--- src/rtl/deser_pkg.sv ---
// Shared helpers for the deserializing gearbox: counter sizing, lane mapping,
// keep-mask generation and the output-slot state type.
package deser_pkg;

  // Largest RATIO the keep_mask helper can describe.
  localparam int unsigned MAX_RATIO = 256;
  localparam int unsigned MAX_LANE_W = 8;

  typedef enum logic {OutEmpty, OutFull} out_st_e;

  // Width of the beat counter: must hold 0..RATIO.
  function automatic int unsigned cnt_w(input int unsigned ratio);
    return $clog2(ratio + 1);
  endfunction

  // Lane that beat k of a word lands in.
  function automatic int unsigned lane_of(input int unsigned k, input int unsigned ratio,
                                          input bit msb_first);
    return msb_first ? (ratio - 1 - k) : k;
  endfunction

  // Keep mask for a word holding n beats; bits above ratio stay zero.
  function automatic logic [MAX_RATIO-1:0] keep_mask(input int unsigned n,
                                                     input int unsigned ratio,
                                                     input bit msb_first);
    logic [MAX_RATIO-1:0] m;
    m = '0;
    for (int unsigned k = 0; k < MAX_RATIO; k++) begin
      if (k < n && k < ratio) begin
        m[MAX_LANE_W'(lane_of(k, ratio, msb_first))] = 1'b1;
      end
    end
    return m;
  endfunction

endpackage

--- src/rtl/deser_gearbox_if.sv ---
// Stream bundle around the gearbox: narrow input side (s_*) and wide output side (m_*).
// master: the environment (drives beats, accepts words); slave: the gearbox itself.
interface deser_gearbox_if #(
  parameter int unsigned IN_W  = 8,
  parameter int unsigned RATIO = 16
);
  localparam int unsigned OUT_W = IN_W * RATIO;

  logic             s_valid;
  logic             s_ready;
  logic [IN_W-1:0]  s_data;
  logic             s_last;
  logic             m_valid;
  logic             m_ready;
  logic [OUT_W-1:0] m_data;
  logic [RATIO-1:0] m_keep;
  logic             m_partial;

  modport master (
    output s_valid, s_data, s_last, m_ready,
    input  s_ready, m_valid, m_data, m_keep, m_partial
  );

  modport slave (
    input  s_valid, s_data, s_last, m_ready,
    output s_ready, m_valid, m_data, m_keep, m_partial
  );

endinterface

--- src/rtl/deser_out_slot.sv ---
// Output holding register with valid/ready. A load in the same cycle as a consume
// replaces the word and keeps valid high, so the slot sustains one word per cycle.
module deser_out_slot import deser_pkg::*; #(
  parameter int unsigned OUT_W = 128,
  parameter int unsigned RATIO = 16
) (
  input  logic             clk,
  input  logic             rst_n,
  input  logic             load_i,
  input  logic [OUT_W-1:0] data_i,
  input  logic [RATIO-1:0] keep_i,
  input  logic             partial_i,
  input  logic             ready_i,
  output logic             valid_o,
  output logic [OUT_W-1:0] data_o,
  output logic [RATIO-1:0] keep_o,
  output logic             partial_o
);

  out_st_e          st_q, st_d;
  logic [OUT_W-1:0] data_q, data_d;
  logic [RATIO-1:0] keep_q, keep_d;
  logic             partial_q, partial_d;

  // State and payload registers.
  always_ff @(posedge clk or negedge rst_n) begin
    if (!rst_n) begin
      st_q      <= OutEmpty;
      data_q    <= '0;
      keep_q    <= '0;
      partial_q <= 1'b0;
    end else begin
      st_q      <= st_d;
      data_q    <= data_d;
      keep_q    <= keep_d;
      partial_q <= partial_d;
    end
  end

  // Next state: load wins over consume; payload only changes on load so it holds while stalled.
  always_comb begin
    st_d      = st_q;
    data_d    = data_q;
    keep_d    = keep_q;
    partial_d = partial_q;
    unique case (st_q)
      OutEmpty: if (load_i) st_d = OutFull;
      OutFull:  if (!load_i && ready_i) st_d = OutEmpty;
    endcase
    if (load_i) begin
      data_d    = data_i;
      keep_d    = keep_i;
      partial_d = partial_i;
    end
  end

  assign valid_o   = (st_q == OutFull);
  assign data_o    = data_q;
  assign keep_o    = keep_q;
  assign partial_o = partial_q;

endmodule

--- src/rtl/deser_gearbox.sv ---
// Narrow-to-wide deserializer: packs RATIO beats of IN_W bits into one word, with
// s_last flush, lane-keep mask and backpressure on both sides.
// Optional build macro DESER_GEARBOX_STATS_EN adds word/flush counters.
module deser_gearbox import deser_pkg::*; #(
  parameter int unsigned IN_W      = 8,
  parameter int unsigned RATIO     = 16,
  parameter bit          MSB_FIRST = 1'b1
) (
  input  logic        clk,
  input  logic        rst_n,
`ifdef DESER_GEARBOX_STATS_EN
  output logic [15:0] word_cnt_o,
  output logic [15:0] flush_cnt_o,
`endif
  deser_gearbox_if.slave bus_io
);

  localparam int unsigned OUT_W = IN_W * RATIO;
  localparam int unsigned CNT_W = cnt_w(RATIO);
  localparam logic [CNT_W-1:0] LAST_CNT = CNT_W'(RATIO - 1);

  if (IN_W < 1 || RATIO < 2 || RATIO > MAX_RATIO) begin : g_bad_param
    $error("deser_gearbox: unsupported IN_W/RATIO");
  end

  logic [CNT_W-1:0]     cnt_q, cnt_d;
  logic [OUT_W-1:0]     acc_q, acc_d;
  logic [OUT_W-1:0]     beat_word, word_nxt;
  logic                 completes, beat_ok, load, partial;
  logic [MAX_RATIO-1:0] keep_full;
  logic [RATIO-1:0]     keep;
  logic                 slot_valid;

  // Only completing beats need the slot, so fill beats keep flowing while it is stalled.
  assign completes      = (cnt_q == LAST_CNT) || bus_io.s_last;
  assign bus_io.s_ready = !(slot_valid && !bus_io.m_ready && completes);
  assign beat_ok        = bus_io.s_valid && bus_io.s_ready;
  assign load           = beat_ok && completes;
  assign partial        = bus_io.s_last && (cnt_q != LAST_CNT);

  assign beat_word = OUT_W'(bus_io.s_data) << (lane_of(32'(cnt_q), RATIO, MSB_FIRST) * IN_W);
  assign word_nxt  = acc_q | beat_word;
  assign keep_full = keep_mask(32'(cnt_q) + 32'd1, RATIO, MSB_FIRST);
  assign keep      = keep_full[RATIO-1:0];

  if (RATIO < MAX_RATIO) begin : g_keep_unused
    logic unused_keep_hi;
    assign unused_keep_hi = ^keep_full[MAX_RATIO-1:RATIO];
  end

  // Fill counter and accumulator.
  always_ff @(posedge clk or negedge rst_n) begin
    if (!rst_n) begin
      cnt_q <= '0;
      acc_q <= '0;
    end else begin
      cnt_q <= cnt_d;
      acc_q <= acc_d;
    end
  end

  // Advance on fill beats; clear on the completing beat (its data goes straight to the slot).
  always_comb begin
    cnt_d = cnt_q;
    acc_d = acc_q;
    if (beat_ok) begin
      if (completes) begin
        cnt_d = '0;
        acc_d = '0;
      end else begin
        cnt_d = cnt_q + CNT_W'(1);
        acc_d = word_nxt;
      end
    end
  end

  deser_out_slot #(
    .OUT_W (OUT_W),
    .RATIO (RATIO)
  ) u_out_slot (
    .clk       (clk),
    .rst_n     (rst_n),
    .load_i    (load),
    .data_i    (word_nxt),
    .keep_i    (keep),
    .partial_i (partial),
    .ready_i   (bus_io.m_ready),
    .valid_o   (slot_valid),
    .data_o    (bus_io.m_data),
    .keep_o    (bus_io.m_keep),
    .partial_o (bus_io.m_partial)
  );

  assign bus_io.m_valid = slot_valid;

`ifdef DESER_GEARBOX_STATS_EN
  logic [15:0] word_cnt_q, flush_cnt_q;

  // Load counters; wrap naturally at 16 bits.
  always_ff @(posedge clk or negedge rst_n) begin
    if (!rst_n) begin
      word_cnt_q  <= '0;
      flush_cnt_q <= '0;
    end else if (load) begin
      word_cnt_q <= word_cnt_q + 16'd1;
      if (partial) flush_cnt_q <= flush_cnt_q + 16'd1;
    end
  end

  assign word_cnt_o  = word_cnt_q;
  assign flush_cnt_o = flush_cnt_q;
`endif

endmodule

--- src/flat_wrapper.sv ---
// flat-port wrapper written by rule: the top's interface ports become plain ports
module deser_gearbox_flat import deser_pkg::*;
#(
  parameter int unsigned IN_W      = 8,
  parameter int unsigned RATIO     = 16,
  parameter bit          MSB_FIRST = 1'b1
)
  (clk, rst_n, bus_io_s_valid, bus_io_s_data, bus_io_s_last, bus_io_m_ready, bus_io_s_ready, bus_io_m_valid, bus_io_m_data, bus_io_m_keep, bus_io_m_partial);
  deser_gearbox_if #(.IN_W(IN_W), .RATIO(RATIO)) bus_io_i ();
  input  logic clk;
  input  logic rst_n;
  input wire logic [$bits(bus_io_i.s_valid)-1:0] bus_io_s_valid;
  input wire logic [$bits(bus_io_i.s_data)-1:0] bus_io_s_data;
  input wire logic [$bits(bus_io_i.s_last)-1:0] bus_io_s_last;
  input wire logic [$bits(bus_io_i.m_ready)-1:0] bus_io_m_ready;
  output wire logic [$bits(bus_io_i.s_ready)-1:0] bus_io_s_ready;
  output wire logic [$bits(bus_io_i.m_valid)-1:0] bus_io_m_valid;
  output wire logic [$bits(bus_io_i.m_data)-1:0] bus_io_m_data;
  output wire logic [$bits(bus_io_i.m_keep)-1:0] bus_io_m_keep;
  output wire logic [$bits(bus_io_i.m_partial)-1:0] bus_io_m_partial;
  assign bus_io_i.s_valid = bus_io_s_valid;
  assign bus_io_i.s_data = bus_io_s_data;
  assign bus_io_i.s_last = bus_io_s_last;
  assign bus_io_i.m_ready = bus_io_m_ready;
  assign bus_io_s_ready = bus_io_i.s_ready;
  assign bus_io_m_valid = bus_io_i.m_valid;
  assign bus_io_m_data = bus_io_i.m_data;
  assign bus_io_m_keep = bus_io_i.m_keep;
  assign bus_io_m_partial = bus_io_i.m_partial;
  deser_gearbox #(.IN_W(IN_W), .RATIO(RATIO), .MSB_FIRST(MSB_FIRST)) u_core (.clk(clk), .rst_n(rst_n), .bus_io(bus_io_i));
endmodule
--- config.mk ---
export PLATFORM = sky130hd
export DESIGN_NAME = deser_gearbox_flat
export DESIGN_NICKNAME = d
export VERILOG_FILES = /design/src/rtl/deser_pkg.sv /design/src/rtl/deser_gearbox_if.sv /design/src/rtl/deser_out_slot.sv /design/src/rtl/deser_gearbox.sv /design/src/flat_wrapper.sv
export SDC_FILE = /design/constraint.sdc
export NUM_CORES = 1
export LEC_CHECK = 0
export ABC_AREA = 1
export BUFFER_PORTS_ARGS = -buffer_cell sky130_fd_sc_hd__buf_2
export CORE_MARGIN = 2
export CORE_UTILIZATION = 58
export DETAILED_ROUTE_END_ITERATION = 12
export PLACE_DENSITY_LB_ADDON = 0.1
export REMOVE_ABC_BUFFERS = 1
export SYNTH_ARGS = -nofsm -noshare
export SYNTH_HDL_FRONTEND = slang
export SYNTH_HIERARCHICAL = 1
export SYNTH_SLANG_ARGS = --single-unit
--- constraint.sdc ---
create_clock -name clk -period 2.5 [get_ports clk]
set_input_delay 0.625 -clock clk [delete_from_list [all_inputs] [get_ports clk]]
set_output_delay 0.625 -clock clk [all_outputs]
set_load 0.1 [all_outputs]
**Word-level counts from Yosys, hierarchy flattened**

Index checks and enable logic that the tools add are counted.
Widths: inputs -> output; s select.

- Register bits: 279
- Input bits: 13
- Output and inout port bits: 147
- Logic and storage cells: 61

- Add/sub/neg operators: 3
- Magnitude comparators: 16
- Equal/unequal tests: 2
- Shift operators: 1
- Muxes and demuxes: 21
- Bitwise gates (word level): 2
- Reduce and logical (&&, ||, !) cells: 10

Operators by type and width:

| operator | count |
|---|---|
| $lt 4x32->1 const A | 8 |
| $lt 3x32->1 const A | 4 |
| $mux 128 | 1 |
| $or 128x128->128 | 1 |
| $shl 8x32->128 | 1 |
| $lt 1x32->1 const A | 2 |
| $lt 2x32->1 const A | 2 |
| $mux 1 | 18 |
| $add 5x1->6 const B | 1 |
| $logic_and 1x1->1 | 6 |
| $sub 4x5->6 const A | 1 |
| $add 5x1->5 const B | 1 |
| $eq 5x4->1 const B | 1 |
| $mux 5 | 1 |
| $ne 5x4->1 const B | 1 |
| $logic_not 1->1 | 3 |
| $pmux 1 s2 | 1 |
| $logic_or 1x1->1 | 1 |
| $not 1->1 | 1 |

**Longest topological paths before layout**

Gate-level depths: netlist of run 1.

- Word-level depth: 10
- Gate-level depth with buffers: 13
- Gate-level depth less buffers: 10

**By module**

The synthesis of run 1 kept the hierarchy.

By module, submodules not included:

| module | instances | cells an instance | area an instance (µm²) |
|---|---|---|---|
| deser_gearbox | 1 | 990 | 7277.0 |
| deser_out_slot | 1 | 617 | 5524.0 |

**Worst setup path after synthesis of run 1**

Ideal clock, no wire load.

- Path type: reg-to-output
- Start point: register u_core.u_out_slot.st_q, in the netlist u_core/u_out_slot/valid_o
- End point: output bus_io_s_ready
- Arrival: 1730 ps
- Data required time: 1875 ps
- Slack: 145 ps
- Stages on the path, launching flop included: 5
- Path buffers: 1
- Cell sequence: dfrtp_1 > inv_1 > nor2_1 > nand2_4 > buf_2

- Cells in the longest elaborated chain, start to end: 3

RTL lines:

| element | line | text |
|---|---|---|
| start, declared | deser_out_slot.sv:20 | `out_st_e st_q, st_d;` |
| start signal, assigned | deser_out_slot.sv:28 | `st_q <= OutEmpty;` |
| start signal, assigned | deser_out_slot.sv:33 | `st_q <= st_d;` |
| $logic_and 1x1->1 (2 in series) | deser_gearbox.sv:36 | `assign bus_io.s_ready = !(slot_valid && !bus_io.m_ready && completes);` |
| $logic_not 1->1 | deser_gearbox.sv:36 |  |
| end, declared | flat_wrapper.sv:16 | `output wire logic [$bits(bus_io_i.s_ready)-1:0] bus_io_s_ready;` |

Every way passes these cells.

**Final worst setup path of run 1**

- Start point: register u_core.cnt_q[0]
- End point: output bus_io_s_ready

- Cells in the longest elaborated chain, start to end: 4

RTL lines:

| element | line | text |
|---|---|---|
| start, declared | deser_gearbox.sv:26 | `logic [CNT_W-1:0] cnt_q, cnt_d;` |
| start signal, assigned | deser_gearbox.sv:57 | `cnt_q <= cnt_d;` |
| $eq 5x4->1 | deser_gearbox.sv:35 | `assign completes = (cnt_q == LAST_CNT) \|\| bus_io.s_last;` |
| $logic_or 1x1->1 | deser_gearbox.sv:35 |  |
| $logic_and 1x1->1 | deser_gearbox.sv:36 |  |
| $logic_not 1->1 | deser_gearbox.sv:36 |  |

Every way passes these cells.

==> results_dict.tcl, run 1 <==
set metrics [dict create \
    status "finished clean" \
    clkSinkCount 279 \
    tritoncts "built" \
    min-delay-path-class "in -> reg" \
    synth_warnings 6 \
    critical_path_type "reg -> out" \
    synth.avg_cell_area_um2 7.97 \
    power_leakage_nw 8.55 \
    comb_power_share_pct 21.7 \
    synth_top_family_by_area "simple AND/OR/NAND/NOR gates" \
    placement_cell_area_um2 13800 \
    max-slew-margin-rel_pct 47.4 \
    cp.required_ns 1.88 \
    pin_count_of_the_biggest_net_entering_global_routing 146 \
    worst_pin_slew_ns 0.789 \
    wl_per_cell_um 15.9 \
    reg2reg_depth 10 \
    timing.critical_path.to_type "output pin" \
    netlist-cell-type-count 28 \
    first_pass_iters 5 \
    number_of_antenna_violations_at_the_first_check_in_global_routing 2 \
    cell_internal_pwr_w 0.00777 \
    floorplan.core_area_um2 21800 \
    routed_via_density 5.33 \
    post_synth_xor_xnor_area_pct 0 \
    maximum_vdd_ir_drop_mv 0.666 \
    final_gp_congestion 0.833 \
    layout_area_growth_over_synthesis_pct 15.3 \
    worstSetupStartpointType "register" \
    post-route-period-util_pct 95.2 \
    die_x_um 153 \
    cp-startpoint "u_core/cnt_q[0]$_DFFE_PN0P_" \
    std_cell_rows 54 \
    synthSimpleGateAreaFrac_pct 32.6 \
    route.final.wire_length_um 32400 \
    worst_r2r_startpoint "u_core/cnt_q[1]$_DFFE_PN0P_" \
    final_cells 2031 \
    number_of_nets_in_the_layout 1744 \
    route.antenna.remaining_nets 0 \
    yosys_register_bits 279 \
    drive_above_1_share_pct 15.6 \
    achievable-frequency_ghz 0.420 \
    p_per_area_nw_per_um2 797 \
    sequential_element_share_of_the_synthesized_area_pct 54.5 \
    hpwl_um 20300 \
    synth-compound-area-share_pct 4.91 \
    max-cap-violations 0 \
    dpl.cell_count 1976 \
    drc 0 \
    clock-skew-final_ns 0.0110 \
    timing.final.setup_violations 0 \
    regToRegEndpoint "u_core/u_out_slot/data_o[122]$_DFFE_PN0P_" \
    finish.instance_area_um2 14800 \
    crit_path_end "bus_io_s_ready" \
    io_pins 160 \
    grt_pass1_vias 10321 \
    numPortBuffers 159 \
    synth.mux.area_fraction_pct 0 \
    congestion_overflow_gr 0 \
    rsz0062_at_grt "false" \
    drt_iter0_drc 854 \
    die_y_um 153 \
    grt_use_total_pct 27.8 \
    die_area_um2 23300 \
    sequential_share_of_power_pct 41.5 \
    htree_depth 1 \
    clock_insertion_delay_worst_skew_ns 0.55 \
    start_util_pct 58.8 \
    synth_cells 1607 \
    clock_power_share_pct 36.8 \
    post_synth_instance_area_um2 12800 \
    cts.root.buffer_cell "clkbuf_16" \
    net_sw_power_w 0.00399 \
    reg2reg_slack_ns 0.38 \
    final-max-slew-violation-count 0 \
    worst-path-max-fanout 4 \
    synthAdderAreaFrac_pct 0.195 \
    cp.arrival_ns 1.76 \
    detailroute.via_count 10822 \
    totalNegativeSetupSlack_ns 0 \
    finish.utilization_pct 67.8 \
    hold_viol 0 \
    grt_first_pass_wirelength_um 53600 \
    numCtsBuffers 29 \
    clock_tree.buffer_depth 3 \
    period_needed_ns 2.38 \
    cts.clk_slew.worst_paths_ns 0.06 \
    switching_share_pct 33.9 \
]
layout by cell type (no fill, tap or decap), drive strengths merged:
master	netlist	routed
nand3b	1	1
bufinv	0	1
nor2	105	105
or2	1	1
buf	81	189
clkinv	0	4
dfrtp	279	279
ha	2	2
diode	0	2
nand4	35	35
dlygate4sd3	0	1
o211ai	4	4
a21boi	1	1
nand3	125	125
a21oi	22	22
nand2	758	758
o21ai	18	18
inv	107	107
clkbuf	18	46
o21bai	50	50
per-stage QoR:
stage	setup WS [ns]	power [W]	hold WS, ns
global placement	0.417	0.00748	0.449
floorplan	-5.55	0.00682	0.329
global route	0.0489	0.0122	0.353
CTS	0.0552	0.0118	0.326
finish	0.119	0.0118	0.338
detailed placement	0.423	0.00751	0.449
Yosys cell counts:
| master | count | area (µm²) |
|---|---|---|
| nand2_1 | 750 | 2820 |
| dfrtp_1 | 279 | 6980 |
| nand3_1 | 125 | 626 |
| inv_1 | 99 | 372 |
| nor2_1 | 95 | 357 |
| o21bai_1 | 48 | 360 |
| buf_2 | 46 | 230 |
| nand4_1 | 35 | 219 |
| a21oi_1 | 21 | 105 |
| o21ai_0 | 18 | 90.1 |
| clkbuf_1 | 17 | 63.8 |
| buf_4 | 13 | 97.6 |
| buf_6 | 13 | 146 |
| buf_1 | 8 | 30.0 |
| inv_2 | 8 | 30.0 |
| nor2_2 | 7 | 43.8 |
| nand2_2 | 5 | 31.3 |
| o211ai_1 | 4 | 30.0 |
| nand2_4 | 3 | 33.8 |
| nor2_4 | 3 | 33.8 |
| ha_1 | 2 | 25.0 |
| o21bai_2 | 2 | 22.5 |
| a21boi_2 | 1 | 11.3 |
| a21oi_2 | 1 | 8.76 |
| buf_8 | 1 | 15.0 |
| clkbuf_2 | 1 | 5.00 |
| nand3b_2 | 1 | 11.3 |
| or2_2 | 1 | 6.26 |
critical path, stage by stage, from the launching register on:
cell and delay (ns):
dfrtp_1 0.38, ha_2 0.21, nand2_2 0.09, inv_2 0.06, nand2_2 0.09, nand2_4 0.10
nand2_8 0.12, buf_12 0.17
layout make-up:
class | count | area (µm²)
Inverter | 107 | 407
Antenna cell | 2 | 5.00
Multi-Input combinational cell | 1122 | 4850
Timing Repair Buffer | 190 | 1200
Clock inverter | 5 | 50.0
Fill cell | 1845 | 7000
Tap cell | 280 | 350
Sequential cell | 279 | 6980
Clock buffer | 46 | 920
state kept, by name, summed over array words and instances (netlist names):
signal,flops
u_core/u_out_slot/keep_o,16
u_core/acc_q,128
u_core/u_out_slot/valid_o,1
u_core/u_out_slot/data_o,128
u_core/u_out_slot/partial_o,1
u_core/cnt_q,5
how the worst min path moves through the flow:
stage                   start                                        to  depth (start not counted)
4_1_cts        bus_io_m_ready       u_core/u_out_slot/valid_o$_DFF_PN0_                          4
2_1_floorplan           rst_n               u_core/acc_q[0]$_DFFE_PN0P_                          0
5_1_grt        bus_io_m_ready       u_core/u_out_slot/valid_o$_DFF_PN0_                          4
3_5_place_dp            rst_n  u_core/u_out_slot/data_o[20]$_DFFE_PN0P_                          1
3_3_place_gp            rst_n  u_core/u_out_slot/data_o[20]$_DFFE_PN0P_                          1
6_report       bus_io_m_ready       u_core/u_out_slot/valid_o$_DFF_PN0_                          4
routing by layer:
metal	wire (µm)	up-vias	track usage, %	part of all wire, %
met5	0	-	0	0
met4	537	0	7.36	1.7
met3	2130	52	4.72	6.6
met2	15200	342	44.5	47
met1	14500	5202	40.0	45
li1	-	5226	-	-
kinds of logic (layout without fill, tap and decap cells):
group,after synthesis,after routing
AND/OR/NAND/NOR,1025,1025
buffers and inverters,206,348
flip-flops,279,279
adder cells (fa/ha/maj),2,2
other,0,2
AO/OA/AOI/OAI,95,95
power groups by stage:
stage,logic (W),clock network [W],registers (W)
4_1_cts,0.00256,0.00440,0.00489
3_5_place_dp,0.00255,0,0.00496
2_1_floorplan,0.000620,0,0.00620
6_report,0.00255,0.00433,0.00489
5_1_grt,0.00271,0.00456,0.00492
3_3_place_gp,0.00252,0,0.00496
timing repair:
item                                    4_1_cts  5_1_grt
hold buffers                                  1        0
hold endpoints to repair                      9        0
buffers inserted                              1        0
endpoints found under the setup margin        1        1
resized for setup                             1        2
pin swaps                                     1        0
(Power assumes the default switching activity.)
==> run 2, diff against run 1 <==
--- a/config.mk
+++ b/config.mk
@@ -8,7 +8,7 @@
 export ABC_AREA = 1
 export BUFFER_PORTS_ARGS = -buffer_cell sky130_fd_sc_hd__buf_2
 export CORE_MARGIN = 2
-export CORE_UTILIZATION = 58
+export CORE_UTILIZATION = 63
 export DETAILED_ROUTE_END_ITERATION = 12
 export PLACE_DENSITY_LB_ADDON = 0.1
 export REMOVE_ABC_BUFFERS = 1
==> constraint.sdc (replaced) <==
create_clock -name clk -period 2.9 [get_ports clk]
set_input_delay 0.725 -clock clk [delete_from_list [all_inputs] [get_ports clk]]
set_output_delay 0.725 -clock clk [all_outputs]
set_load 0.1 [all_outputs]
==> run 2 against run 1 <==
Effect of this change: power down 12%; via count up 3.4%; sequential share of layout area up 0.076 points; register-to-register slack better by 0.30 ns; design area down 0.18%; sequential cell count unchanged.
==> results_dict.tcl, run 2 (synthesis gave the netlist of run 1 again) <==
set metrics [dict create \
    status "finished clean" \
    cts.root.buffer_cell "clkbuf_16" \
    hold_viol 0 \
    rsz0062_at_grt "false" \
    post-route-period-util_pct 90.6 \
    final_cells 2017 \
    detailroute.via_count 11193 \
    drt_iter0_drc 988 \
    std_cell_rows 52 \
    finish.instance_area_um2 14700 \
    grt_first_pass_wirelength_um 53900 \
    final_common_cell "nand2_1" \
    fin_worst_hold_slack_ns 0.179 \
    max-slew-margin-rel_pct 49.6 \
    hpwl_um 19700 \
    clock-skew-final_ns 0.00965 \
    grt_pass1_vias 10702 \
    cell_internal_pwr_w 0.00690 \
    comb_power_share_pct 21.2 \
    tritoncts "built" \
    maximum_vdd_ir_drop_mv 0.663 \
    io_pins 160 \
    drive_above_1_share_pct 15.4 \
    cp.arrival_ns 1.90 \
    htree_depth 1 \
    number_of_antenna_violations_at_the_first_check_in_global_routing 0 \
    floorplan.core_area_um2 20100 \
    max-cap-violations 0 \
    routed_via_density 5.55 \
    placement_cell_area_um2 13700 \
    cp.required_ns 2.17 \
    power_leakage_nw 8.55 \
    critical_path_type "reg -> out" \
    worst_pin_slew_ns 0.756 \
    sequential_share_of_power_pct 40.6 \
    route.antenna.remaining_nets 0 \
    period_needed_ns 2.63 \
    timing.critical_path.to_type "output pin" \
    final_gp_congestion 0.816 \
    number_of_nets_in_the_layout 1740 \
    timing.final.setup_violations 0 \
    congestion_overflow_gr 0 \
    layout_area_growth_over_synthesis_pct 15.1 \
    postCtsResizedCells 0 \
    worst-path-max-fanout 18 \
    most-common-layout-cells "750 x nand2_1, 278 x dfrtp_1, 156 x buf_2, 125 x nand3_1, 97 x inv_1" \
    achievable-frequency_ghz 0.380 \
    final-max-slew-violation-count 0 \
    dpl.cell_count 1965 \
    die_y_um 147 \
    pin_count_of_the_biggest_net_entering_global_routing 146 \
    worstSetupStartpointType "register" \
    wl_per_cell_um 16.3 \
    clock_insertion_delay_worst_skew_ns 0.54 \
    route.final.wire_length_um 32900 \
    clock_power_share_pct 38.2 \
    post_cts_buffers 0 \
    first_pass_iters 8 \
    min-delay-path-class "in -> async" \
    numPortBuffers 159 \
    numCtsBuffers 28 \
    die_x_um 147 \
    num_antenna_cells 0 \
    totalNegativeSetupSlack_ns 0 \
    die_area_um2 21500 \
    clock_tree.buffer_depth 3 \
    start_util_pct 63.7 \
    net_sw_power_w 0.00346 \
    clkSinkCount 279 \
    cts.clk_slew.worst_paths_ns 0.07 \
    grt_use_total_pct 30.8 \
    switching_share_pct 33.4 \
    hold_fix_buffers_at_cts 0 \
    drc 0 \
    p_per_area_nw_per_um2 703 \
]
[run 2: power by group through the flow]
stage | sequential, W | clock, W | combinational (W)
final | 0.00421 | 0.00396 | 0.00220
after detailed placement | 0.00427 | 0 | 0.00218
after floorplan | 0.00534 | 0 | 0.000535
after global routing | 0.00423 | 0.00417 | 0.00232
after global placement | 0.00427 | 0 | 0.00216
after CTS | 0.00421 | 0.00400 | 0.00219
[run 2: area by class of cell]
cell class / instances / area [µm²]
clock inverter: 11 / 183
inverter: 107 / 407
clock buffer: 41 / 841
tap: 270 / 338
sequential: 279 / 6980
multi-input combinational: 1122 / 4840
fill: 1561 / 5370
timing repair buffer: 187 / 1150
[run 2: layer usage]
metal / track usage [%] / routed length, µm
met1: 43.8 / 13800
met2: 49.7 / 15700
met4: 9.61 / 909
met5: 0 / 0
met3: 4.47 / 2450
[run 2: path summary, 6_finish.rpt]
path,from,end,slack (ns),cells past startpoint
setup / recovery,u_core/cnt_q[2]$_DFFE_PN0P_,bus_io_s_ready,0.27,7
setup reg to reg,u_core/cnt_q[3]$_DFFE_PN0P_,u_core/u_out_slot/keep_o[3]$_DFFE_PN0P_,0.68,6
max in group asynchronous,rst_n,u_core/acc_q[75]$_DFFE_PN0P_,1.96,2
hold / removal,rst_n,u_core/u_out_slot/keep_o[4]$_DFFE_PN0P_,0.18,1
hold reg to reg,u_core/u_out_slot/data_o[59]$_DFFE_PN0P_,u_core/u_out_slot/data_o[59]$_DFFE_PN0P_,0.46,2
min in group clk,bus_io_m_ready,u_core/u_out_slot/valid_o$_DFF_PN0_,0.44,4
[run 2: critical path, stage by stage (launching register included)]
cell and delay [ns]:
dfrtp_1 0.34, buf_4 0.27, nand2_2 0.11, inv_2 0.10, nand2_2 0.09, nand2_4 0.12, nand2_4 0.11, buf_12 0.21
[run 2: through the flow]
stage / utilization, % / total power [W] / setup WS (ns)
final: 73.3 / 0.0104 / 0.272
after global routing: 73.3 / 0.0107 / 0.196
after CTS: 73.3 / 0.0104 / 0.298
after detailed placement: 68.2 / 0.00646 / 0.494
after global placement: 68.2 / 0.00643 / 0.557
after floorplan: - / 0.00588 / -5.15
==> run 3, diff against run 2 <==
--- a/config.mk
+++ b/config.mk
@@ -7,7 +7,7 @@
 export LEC_CHECK = 0
 export ABC_AREA = 1
 export BUFFER_PORTS_ARGS = -buffer_cell sky130_fd_sc_hd__buf_2
-export CORE_MARGIN = 2
+export CORE_MARGIN = 1.5
 export CORE_UTILIZATION = 63
 export DETAILED_ROUTE_END_ITERATION = 12
 export PLACE_DENSITY_LB_ADDON = 0.1
==> run 3 against run 2 <==
Effect of this change: design area fell by 0.65%; core utilization rose by 0.95 points; fmax rose by 1.3%; non-clock buffer count rose by 1; clock skew fell by 0.0020 ns; routed wire length fell by 0.27%; largest power group unchanged; highest routed layer unchanged.
==> results_dict.tcl, run 3 (synthesis gave the netlist of run 1 again) <==
set metrics [dict create \
    grt_pass1_vias 10861 \
    hold_viol 0 \
    number_of_nets_in_the_layout 1742 \
    finish.instance_area_um2 14600 \
    p_total_w 0.0101 \
    worstSetupStartpointType "register" \
    post_cts_buffers 0 \
    cp.arrival_ns 1.87 \
    tritoncts "built" \
    most-common-layout-cells "750 x nand2_1, 278 x dfrtp_1, 156 x buf_2, 125 x nand3_1, 97 x inv_1" \
    cts.root.buffer_cell "clkbuf_16" \
    first_pass_iters 6 \
    worst_r2r_startpoint "u_core/cnt_q[0]$_DFFE_PN0P_" \
    final-max-slew-violation-count 0 \
    congestion_overflow_gr 0 \
    die_y_um 146 \
    maximum_vdd_ir_drop_mv 0.711 \
    hold_fix_buffers_at_cts 0 \
    post-route-period-util_pct 89.5 \
    final_common_cell "nand2_1" \
    clock_tree.buffer_depth 3 \
    finish.utilization_pct 74.2 \
    status "finished clean" \
    drive_above_1_share_pct 15.3 \
    cts.clk_slew.worst_paths_ns 0.06 \
    final_gp_congestion 0.814 \
    timing.final.setup_violations 0 \
    number_of_antenna_violations_at_the_first_check_in_global_routing 0 \
    std_cell_rows 51 \
    grt_use_total_pct 31.3 \
    grt_first_pass_wirelength_um 54400 \
    fin_worst_hold_slack_ns 0.147 \
    drt_iter0_drc 1067 \
    p_per_area_nw_per_um2 689 \
    drc 0 \
    critical_path_type "reg -> out" \
    worstPathCellList "ha_1 -> nand2_2 -> inv_2 -> nand2_2 -> nand2_4 -> nand2_4 -> buf_12" \
    max-slew-margin-rel_pct 48.8 \
    worst-path-buf-inv 2 \
    reg2reg_depth 11 \
    clock-skew-final_ns 0.00770 \
    cp.required_ns 2.17 \
    placement_cell_area_um2 13700 \
    worst_pin_slew_ns 0.768 \
    num_antenna_cells 0 \
    postCtsResizedCells 0 \
    timing.critical_path.to_type "output pin" \
    wl_per_cell_um 16.3 \
    power_leakage_nw 8.51 \
    routed_via_density 5.53 \
    critical_path.slowest_cell "dfrtp_1" \
    detailroute.via_count 11113 \
    die_area_um2 21200 \
    layout_area_growth_over_synthesis_pct 14.4 \
    hpwl_um 20100 \
    die_x_um 146 \
    regToRegEndpoint "u_core/u_out_slot/data_o[35]$_DFFE_PN0P_" \
    start_util_pct 64.9 \
    numCtsBuffers 29 \
    rsz0062_at_grt "false" \
    reg2reg_slack_ns 0.69 \
    pin_count_of_the_biggest_net_entering_global_routing 113 \
    floorplan.core_area_um2 19700 \
    route.final.wire_length_um 32800 \
    path_delay_family "simple AND/OR/NAND/NOR gates" \
    clkSinkCount 279 \
    delay_of_the_slowest_cell_on_the_worst_path_ns 0.38 \
    period_needed_ns 2.59 \
    max-cap-violations 0 \
    numPortBuffers 159 \
    worst-path-max-fanout 7 \
    n_fill_cell 1523 \
    clock_insertion_delay_worst_skew_ns 0.54 \
    io_pins 160 \
    achievable-frequency_ghz 0.385 \
    min-delay-path-class "in -> async" \
    htree_depth 1 \
    route.antenna.remaining_nets 0 \
]
[run 3: worst max path at each step]
stage | start | end | cells after the start
6_report | u_core/cnt_q[0]$_DFFE_PN0P_ | bus_io_s_ready | 7
5_1_grt | u_core/cnt_q[0]$_DFFE_PN0P_ | bus_io_s_ready | 7
4_1_cts | u_core/cnt_q[0]$_DFFE_PN0P_ | bus_io_s_ready | 7
3_5_place_dp | bus_io_m_ready | u_core/u_out_slot/data_o[22]$_DFFE_PN0P_ | 8
3_3_place_gp | bus_io_m_ready | u_core/u_out_slot/data_o[122]$_DFFE_PN0P_ | 9
2_1_floorplan | u_core/cnt_q[3]$_DFFE_PN0P_ | u_core/u_out_slot/data_o[0]$_DFFE_PN0P_ | 9
[run 3: power breakdown]
group	switching (W)	internal, W
registers	0.000111	0.00410
clock network	0.00151	0.00216
logic	0.00184	0.000354
total	0.00347	0.00662
[run 3: area by class of cell]
type,instances,area [µm²],share of cell area [%]
clock inverter,12,145,0.991
inverter,107,407,2.78
multi-input combinational,1122,4840,33.0
timing repair buffer,188,1150,7.88
tap,265,332,2.26
sequential,279,6980,47.7
clock buffer,36,782,5.34
[run 3: stage by stage]
stage / setup slack, ns / TNS [ns] / std cells
floorplan: -5.15 / -796.40 / 1508
global placement: 0.546 / 0 / 1961
detailed placement: 0.531 / 0 / 1961
CTS: 0.302 / 0 / 2009
global route: 0.238 / 0 / 2009
finish: 0.306 / 0 / 2009
[run 3: routing by layer]
metal	track usage, %	part of all wire, %	vias up
li1	-	-	5230
met1	43.9	43	5369
met2	51.9	48	452
met3	3.45	6.7	62
met4	9.49	2.6	0
met5	0	0	-
[run 3: worst register-to-register path: stages, from the launching register on]
cell	delay, ns
dfrtp_1	0.35
ha_1	0.23
nand2_2	0.09
inv_2	0.09
nand2_2	0.08
nand2_4	0.11
nand3b_2	0.12
inv_4	0.32
inv_4	0.28
buf_12	0.27
nand2_1	0.11
nand2_1	0.05
